===== src/rtl/axi4lite_sub_bridge.sv =====
// AXI4-Lite subordinate that re-issues each transaction as a single wr/rd strobe on the simple bus.
// Read and write paths are independent FSMs, each with a done-timeout that answers SLVERR.
module axi4lite_sub_bridge #(
    parameter int C_S_AXI_ADDR_WIDTH = 4,
    parameter int C_S_AXI_DATA_WIDTH = 32,
    parameter int TIMEOUT            = 16
) (
    input  logic                              S_AXI_ACLK,
    input  logic                              S_AXI_ARESET,
    input  logic [C_S_AXI_ADDR_WIDTH-1:0]     S_AXI_AWADDR,
    input  logic                              S_AXI_AWVALID,
    output logic                              S_AXI_AWREADY,
    input  logic [C_S_AXI_DATA_WIDTH-1:0]     S_AXI_WDATA,
    input  logic [C_S_AXI_DATA_WIDTH/8-1:0]   S_AXI_WSTRB,
    input  logic                              S_AXI_WVALID,
    output logic                              S_AXI_WREADY,
    output logic [1:0]                        S_AXI_BRESP,
    output logic                              S_AXI_BVALID,
    input  logic                              S_AXI_BREADY,
    input  logic [C_S_AXI_ADDR_WIDTH-1:0]     S_AXI_ARADDR,
    input  logic                              S_AXI_ARVALID,
    output logic                              S_AXI_ARREADY,
    output logic [C_S_AXI_DATA_WIDTH-1:0]     S_AXI_RDATA,
    output logic [1:0]                        S_AXI_RRESP,
    output logic                              S_AXI_RVALID,
    input  logic                              S_AXI_RREADY,
    output logic [C_S_AXI_ADDR_WIDTH-1:0]     wrAddr,
    output logic [C_S_AXI_DATA_WIDTH-1:0]     wrData,
    output logic [C_S_AXI_DATA_WIDTH/8-1:0]   wrStrb,
    output logic                              wr,
    input  logic                              wrDone,
    output logic [C_S_AXI_ADDR_WIDTH-1:0]     rdAddr,
    output logic                              rd,
    input  logic [C_S_AXI_DATA_WIDTH-1:0]     rdData,
    input  logic                              rdDone
);

    localparam logic [7:0] TO_LAST = 8'(TIMEOUT - 1);
    localparam logic [1:0] RESP_OKAY   = 2'b00;
    localparam logic [1:0] RESP_SLVERR = 2'b10;

    typedef enum logic [1:0] {W_IDLE, W_REQ, W_WAIT, W_RESP} wstate_t;
    typedef enum logic [1:0] {R_IDLE, R_REQ, R_WAIT, R_RESP} rstate_t;

    wstate_t                           r_wstate;
    rstate_t                           r_rstate;
    logic                              r_aw_got, r_w_got;
    logic                              r_awready, r_wready, r_arready;
    logic                              r_bvalid, r_rvalid;
    logic [1:0]                        r_bresp, r_rresp;
    logic [C_S_AXI_DATA_WIDTH-1:0]     r_rdata;
    logic [C_S_AXI_ADDR_WIDTH-1:0]     r_wr_addr, r_rd_addr;
    logic [C_S_AXI_DATA_WIDTH-1:0]     r_wr_data;
    logic [C_S_AXI_DATA_WIDTH/8-1:0]   r_wr_strb;
    logic                              r_wr, r_rd;
    logic [7:0]                        r_wcnt, r_rcnt;

    logic w_aw_hs, w_w_hs, w_ar_hs, w_aw_have, w_w_have;

    // READY is only ever high in IDLE, so the handshakes need no state qualification
    assign w_aw_hs   = r_awready & S_AXI_AWVALID;
    assign w_w_hs    = r_wready  & S_AXI_WVALID;
    assign w_ar_hs   = r_arready & S_AXI_ARVALID;
    assign w_aw_have = r_aw_got | w_aw_hs;
    assign w_w_have  = r_w_got  | w_w_hs;

    always_ff @(posedge S_AXI_ACLK) begin
        if (S_AXI_ARESET) begin
            r_wstate  <= W_IDLE;
            r_aw_got  <= 1'b0;
            r_w_got   <= 1'b0;
            r_awready <= 1'b0;
            r_wready  <= 1'b0;
            r_bvalid  <= 1'b0;
            r_bresp   <= '0;
            r_wr_addr <= '0;
            r_wr_data <= '0;
            r_wr_strb <= '0;
            r_wr      <= 1'b0;
            r_wcnt    <= '0;
        end else begin
            r_wr <= 1'b0;
            case (r_wstate)
                W_IDLE: begin
                    if (w_aw_hs) begin
                        r_wr_addr <= S_AXI_AWADDR;
                        r_aw_got  <= 1'b1;
                    end
                    if (w_w_hs) begin
                        r_wr_data <= S_AXI_WDATA;
                        r_wr_strb <= S_AXI_WSTRB;
                        r_w_got   <= 1'b1;
                    end
                    if (w_aw_have && w_w_have) begin
                        r_wstate  <= W_REQ;
                        r_wr      <= 1'b1;
                        r_wcnt    <= '0;
                        r_aw_got  <= 1'b0;
                        r_w_got   <= 1'b0;
                        r_awready <= 1'b0;
                        r_wready  <= 1'b0;
                    end else begin
                        r_awready <= ~w_aw_have;
                        r_wready  <= ~w_w_have;
                    end
                end
                W_REQ, W_WAIT: begin
                    if (wrDone) begin
                        r_wstate <= W_RESP;
                        r_bvalid <= 1'b1;
                        r_bresp  <= RESP_OKAY;
                    end else if (r_wcnt == TO_LAST) begin
                        r_wstate <= W_RESP;
                        r_bvalid <= 1'b1;
                        r_bresp  <= RESP_SLVERR;
                    end else begin
                        r_wstate <= W_WAIT;
                        r_wcnt   <= r_wcnt + 8'd1;
                    end
                end
                W_RESP: begin
                    if (S_AXI_BREADY) begin
                        r_wstate  <= W_IDLE;
                        r_bvalid  <= 1'b0;
                        r_awready <= 1'b1;
                        r_wready  <= 1'b1;
                    end
                end
                default: r_wstate <= W_IDLE;
            endcase
        end
    end

    always_ff @(posedge S_AXI_ACLK) begin
        if (S_AXI_ARESET) begin
            r_rstate  <= R_IDLE;
            r_arready <= 1'b0;
            r_rvalid  <= 1'b0;
            r_rresp   <= '0;
            r_rdata   <= '0;
            r_rd_addr <= '0;
            r_rd      <= 1'b0;
            r_rcnt    <= '0;
        end else begin
            r_rd <= 1'b0;
            case (r_rstate)
                R_IDLE: begin
                    if (w_ar_hs) begin
                        r_rd_addr <= S_AXI_ARADDR;
                        r_rstate  <= R_REQ;
                        r_rd      <= 1'b1;
                        r_rcnt    <= '0;
                        r_arready <= 1'b0;
                    end else begin
                        r_arready <= 1'b1;
                    end
                end
                R_REQ, R_WAIT: begin
                    if (rdDone) begin
                        r_rstate <= R_RESP;
                        r_rvalid <= 1'b1;
                        r_rresp  <= RESP_OKAY;
                        r_rdata  <= rdData;
                    end else if (r_rcnt == TO_LAST) begin
                        r_rstate <= R_RESP;
                        r_rvalid <= 1'b1;
                        r_rresp  <= RESP_SLVERR;
                        r_rdata  <= '0;
                    end else begin
                        r_rstate <= R_WAIT;
                        r_rcnt   <= r_rcnt + 8'd1;
                    end
                end
                R_RESP: begin
                    if (S_AXI_RREADY) begin
                        r_rstate  <= R_IDLE;
                        r_rvalid  <= 1'b0;
                        r_arready <= 1'b1;
                    end
                end
                default: r_rstate <= R_IDLE;
            endcase
        end
    end

    assign S_AXI_AWREADY = r_awready;
    assign S_AXI_WREADY  = r_wready;
    assign S_AXI_BRESP   = r_bresp;
    assign S_AXI_BVALID  = r_bvalid;
    assign S_AXI_ARREADY = r_arready;
    assign S_AXI_RDATA   = r_rdata;
    assign S_AXI_RRESP   = r_rresp;
    assign S_AXI_RVALID  = r_rvalid;
    assign wrAddr        = r_wr_addr;
    assign wrData        = r_wr_data;
    assign wrStrb        = r_wr_strb;
    assign wr            = r_wr;
    assign rdAddr        = r_rd_addr;
    assign rd            = r_rd;

endmodule

===== config.mk =====
export PLATFORM = sky130hd
export DESIGN_NAME = axi4lite_sub_bridge
export DESIGN_NICKNAME = d
export VERILOG_FILES = /design/src/rtl/axi4lite_sub_bridge.sv
export SDC_FILE = /design/constraint.sdc
export NUM_CORES = 1
export LEC_CHECK = 0
export ABC_AREA = 1
export BUFFER_PORTS_ARGS = -buffer_cell sky130_fd_sc_hd__buf_2
export CAP_MARGIN = 25
export CORE_MARGIN = 3
export CORE_UTILIZATION = 52
export DETAILED_ROUTE_END_ITERATION = 8
export GPL_TIMING_DRIVEN = 1
export PLACE_DENSITY = 0.84
export SYNTH_ARGS = -nofsm -noshare
export SYNTH_HDL_FRONTEND = slang
export SYNTH_SLANG_ARGS = --single-unit

===== constraint.sdc =====
create_clock -name S_AXI_ACLK -period 3.75 [get_ports S_AXI_ACLK]
set_input_delay 0.75 -clock S_AXI_ACLK [delete_from_list [all_inputs] [get_ports S_AXI_ACLK]]
set_output_delay 0.75 -clock S_AXI_ACLK [all_outputs]
set_load 0.03 [all_outputs]

### Yosys cells after proc, flatten, opt, wreduce, memory -nomap -nowiden

Index checks and enable logic that the tools add are counted.

* register bits after elaboration: 109

* reduce and logical (&&, ||, !) cells: 32
* bitwise logic cells: 9
* add/sub/neg operators: 2
* mux-type cells: 46
* equal/unequal tests: 18

Operator list (number)
* $mux W32: 2
* $mux W8: 6
* $pmux W8 S2: 2
* $reduce_and A2 Y1: 11
* $mux W1: 21
* $reduce_bool A2 Y1: 10
* $add A8 B1 Y8 const B: 2
* $eq A8 B4 Y1 const B: 2
* $mux W2: 8
* $ne A2 B2 Y1 const B: 8
* $pmux W2 S3: 2
* $pmux W1 S2: 5
* $eq A2 B2 Y1 const B: 4
* $reduce_and A4 Y1: 2
* $reduce_or A2 Y1: 4
* $ne A3 B3 Y1 const B: 2
* $reduce_and A3 Y1: 2
* $eq A2 B1 Y1 const B: 2
* $logic_not A2 Y1: 2
* $not A1 Y1: 4
* $and A1 B1 Y1: 3
* $or A1 B1 Y1: 2
* $logic_and A1 B1 Y1: 1

### Depth between registers and ports, before layout

* word-level depth: 5
* gate-level depth with buffers: 11

### Worst setup path after synthesis

Ideal clock, no wire load.

* path kind: in2reg
* start: in S_AXI_WVALID
* end: reg r_wcnt[0]
* stages on the path: 7
* setup slack: 2.181 ns
* buffers on the path: 0
* arrival time: 1.456 ns
* cell sequence: nand2_1 -> nand2_1 -> nand3_1 -> o21ai_4 -> nand2_8 -> a21oi_1 -> nor2_1

* cells in the longest elaborated chain, start to end: 5

RTL lines
* from (decl): RTL line 15 `input logic S_AXI_WVALID,`
* $and A1 B1 Y1: RTL line 62 `assign w_w_hs = r_wready & S_AXI_WVALID;`
* $or A1 B1 Y1: RTL line 65 `assign w_w_have = r_w_got | w_w_hs;`
* $logic_and A1 B1 Y1: RTL line 94 `if (w_aw_have && w_w_have) begin`
* $ne A2 B2 Y1 (no line)
* $reduce_and A4 Y1 (no line)
* to (signal assigned): RTL line 118 `r_wcnt <= r_wcnt + 8'd1;`
* to (decl): RTL line 56 `logic [7:0] r_wcnt, r_rcnt;`

Every way passes these cells.
A chain may end at the register's enable or synchronous reset.

### Worst setup path after layout

* start: reg r_rstate[0]
* end: reg r_rcnt[2]

* cells in the longest elaborated chain, start to end: 4
* elaborated cells between the ends (all ways): 10
* classes of those cells: eq/ne: 5; mux: 1; reduce/logical: 4

RTL lines
* from (decl): RTL line 46 `rstate_t r_rstate;`
* from (signal assigned): RTL line 136 `r_rstate <= R_IDLE;`
* from (signal assigned): RTL line 150 `r_rstate <= R_REQ;`
* from (signal assigned): RTL line 160 `r_rstate <= R_RESP;`
* $eq A2 B1 Y1 or $eq A2 B2 Y1 (tied branches): RTL line 146 `case (r_rstate)`
* $reduce_or A2 Y1: RTL line 146
* $ne A2 B2 Y1 (no line) or $reduce_bool A2 Y1 (tied branches)
* $reduce_and A4 Y1 (no line)
* to (signal assigned): RTL line 171 `r_rcnt <= r_rcnt + 8'd1;`
* to (decl): RTL line 56

Several ways; a longest one is shown, not always the timed one.

==> impl_metrics.csv <==
group,metric,value,unit
cells_and_area,nets,827,
floorplan,fp.dieArea,9730,um^2
clock_tree,cts.hold.buffers_added,0,
pwr,power,3.85,mW
timing,hold_violations,0,
cells_and_area,diodes,0,
yosys,synth.area.top_cells,"dfxtp_1, a21oi_1, nand2_1",
timing,finalSetupTns,0,ns
route,avgRoutedWirePerCell,12.4,um
global_route,gr-total-overflow,0,
global_route,grt_use_total,21.0,%
yosys,ys_ff_latch,107,
clock_tree,clock_latency,0.36,ns
hold_path,hold_depth,2,
pwr,power.switching,1.71,mW
critical_path,r2r_cells,8,
cells_and_area,area_growth,22.7,%
place,io_buffers,169,
timing,maxSlewHeadroom,59.1,%
global_route,grt_pass1_wl,17300,um
pwr,swShare,44.4,%
route,drtIter0Drc,155,
hold_path,min_path_type,"register to register",
timing,min_period,2.50,ns
critical_path,reg2reg_from,"r_rstate[0]",
route,ant_nets,0,
clock_tree,clkSinkCount,107,
clock_tree,cts_setup_buffers,0,
floorplan,dieWidth,98.6,um
clock_tree,clockBufferDepth,2,
critical_path,reg2reg_to,"r_rcnt[2]",
critical_path,cp.required,4.00,ns
clock_tree,path_clk_slew,0.10,ns
yosys,synth_warnings,0,
clock_tree,root_buffer,"clkbuf_8",
critical_path,crit_start,"r_rstate[0]",
clock_tree,ctsResizeCount,0,
timing,fin_crit_sh,66.6,%
floorplan,core-area,8260,um^2
yosys,yosysSeqAreaShare,48.0,%
hold_path,holdPathEnd,"wrData[17]",
floorplan,start_util,54.0,%
global_route,grt_pass1_vias,4001,
yosys,synth_top_cell_by_area,"dfxtp_1",
cells_and_area,fin_area,5480,um^2
yosys,synth_top_area_share,48.0,%
cells_and_area,drive_above_1_share,27.8,%
cells_and_area,final_common_cell,"buf_2",
timing,slew_viol_final,0,
timing,whs,0.446,ns
global_route,grt_max_degree,74,
timing,fin_skew,0.0129,ns
clock_tree,tritoncts,"built",
cells_and_area,n_fill_cell,720,
clock_tree,cts_inserted_buffers,9,
yosys,avgSynthCellArea,7.63,um^2
critical_path,cp-start-kind,"register",
place,hpwlAfterDp,7640,um
route,vias,4311,
floorplan,fp.dieH,98.6,um
floorplan,ios,172,
yosys,synthCells,585,
critical_path,reg2reg_slack,1.25,ns
hold_path,hp-start,"wrData[17]",
critical_path,critPathKind,"register to register",
critical_path,cp-end-kind,"register",
place,gp_routability_congestion,0.825,
pwr,p_per_area,703,nW/um^2
clock_tree,h-tree-depth,3,
yosys,netlist_area,4460,um^2
timing,rsz0062_at_grt,"no",
global_route,antenna_found_initial,0,
pwr,ir_worst_vdd,389,uV
place,place_area,5290,um^2
timing,fmax,401,MHz
pwr,p_leak,2.51,nW
route,wl,10500,um
outcome,status,"completed",
route,drc_errors,0,
timing,finalSetupViolations,0,
route,via_per_inst,5.10,
route,drt-pass1-iter-count,5,
cells_and_area,layout_common_cells,"buf_2, dfxtp_1, nand2_1, a21oi_1, inv_1",
pwr,p_int,2.14,mW
critical_path,crit_arrival,2.74,ns
floorplan,fp-row-count,33,
pwr,seqPwrFrac,39.4,%
job,max_cap_violations,0,
timing,worst_pin_slew,0.611,ns
yosys,synth_cell_type_count,36,
pwr,clockPowerShare,17.2,%
critical_path,crit_fanout,34,
pwr,power_frac_comb,43.4,%
==> synthesized netlist by cell type, drive strengths merged <==
master	count
o21bai	1
nand4	6
a21oi	99
nor2	33
a221oi	1
clkbuf	18
ha	6
dfxtp	107
nand3	54
conb	1
inv	79
a211oi	4
o21ai	52
nor3	3
nand2	103
xor2	1
buf	15
clkinv	1
o211ai	1
==> metrics by stage <==
step / utilization [%] / std cells / worst slack, ns
floorplan: - / 586 / 2.18
global placement: 64.0 / 830 / 1.33
detailed placement: 64.0 / 830 / 1.27
CTS: 66.3 / 846 / 1.27
global route: 66.3 / 846 / 0.972
finish: 66.3 / 846 / 1.25
==> per-layer routing <==
layer / routed length [um] / GRT usage, % / part of all wire [%]
met4: 201 / 7.04 / 1.9
met5: 0 / 0 / 0
met1: 4470 / 25.3 / 42
met2: 5070 / 36.7 / 48
met3: 788 / 5.31 / 7.5
==> critical path: stages, from the launching register on <==
cell and delay [ns]:
dfxtp_1 0.37, inv_1 0.05, ha_1 0.41, nand2_2 0.51, inv_2 0.42, nor2_2 0.24, nand2_4 0.10, o21ai_0 0.21
a21oi_1 0.06
==> power by group through the flow <==
stage                     logic [mW]  clock network, mW  registers (mW)
after floorplan                0.877                  0            1.94
after global placement          1.63                  0            1.53
after detailed placement        1.67                  0            1.54
after CTS                       1.68              0.685            1.51
after global routing            1.84              0.731            1.54
final                           1.67              0.662            1.52
==> cells by family (layout without fill, tap and decap cells) <==
kind of cell,count (synthesis),after routing,synth area share [%]
other cells,1,2,0.0840
fa+ha+maj,6,6,1.68
xor+xnor,1,1,0.196
simple gates,199,199,20.2
flops,107,107,48.0
buf+inv,113,268,10.7
compound gates,158,158,19.1
==> worst max path at each step <==
stage	cells after the start	end
floorplan	7	r_wcnt[0]
global placement	9	r_rcnt[5]
detailed placement	7	r_rcnt[2]
CTS	8	r_rcnt[2]
global route	10	r_rcnt[5]
finish	8	r_rcnt[2]
==> registers in the layout (all words and copies together) (netlist names), 4 cells and up <==
signal and count:
wrData 32, wrStrb 4, r_wcnt 8, S_AXI_RDATA 32
rdAddr 4, r_rcnt 8, wrAddr 4
==> cell type report <==
type | instances | area, um^2 | area share (%)
Clock buffer | 11 | 141 | 2.58
Clock inverter | 5 | 46.3 | 0.846
Inverter | 80 | 300 | 5.48
Multi-Input combinational cell | 366 | 1850 | 33.7
Sequential cell | 107 | 2140 | 39.1
Timing Repair Buffer | 172 | 868 | 15.9
Tap cell | 105 | 131 | 2.40
Power figures use the tool's default switching activity.
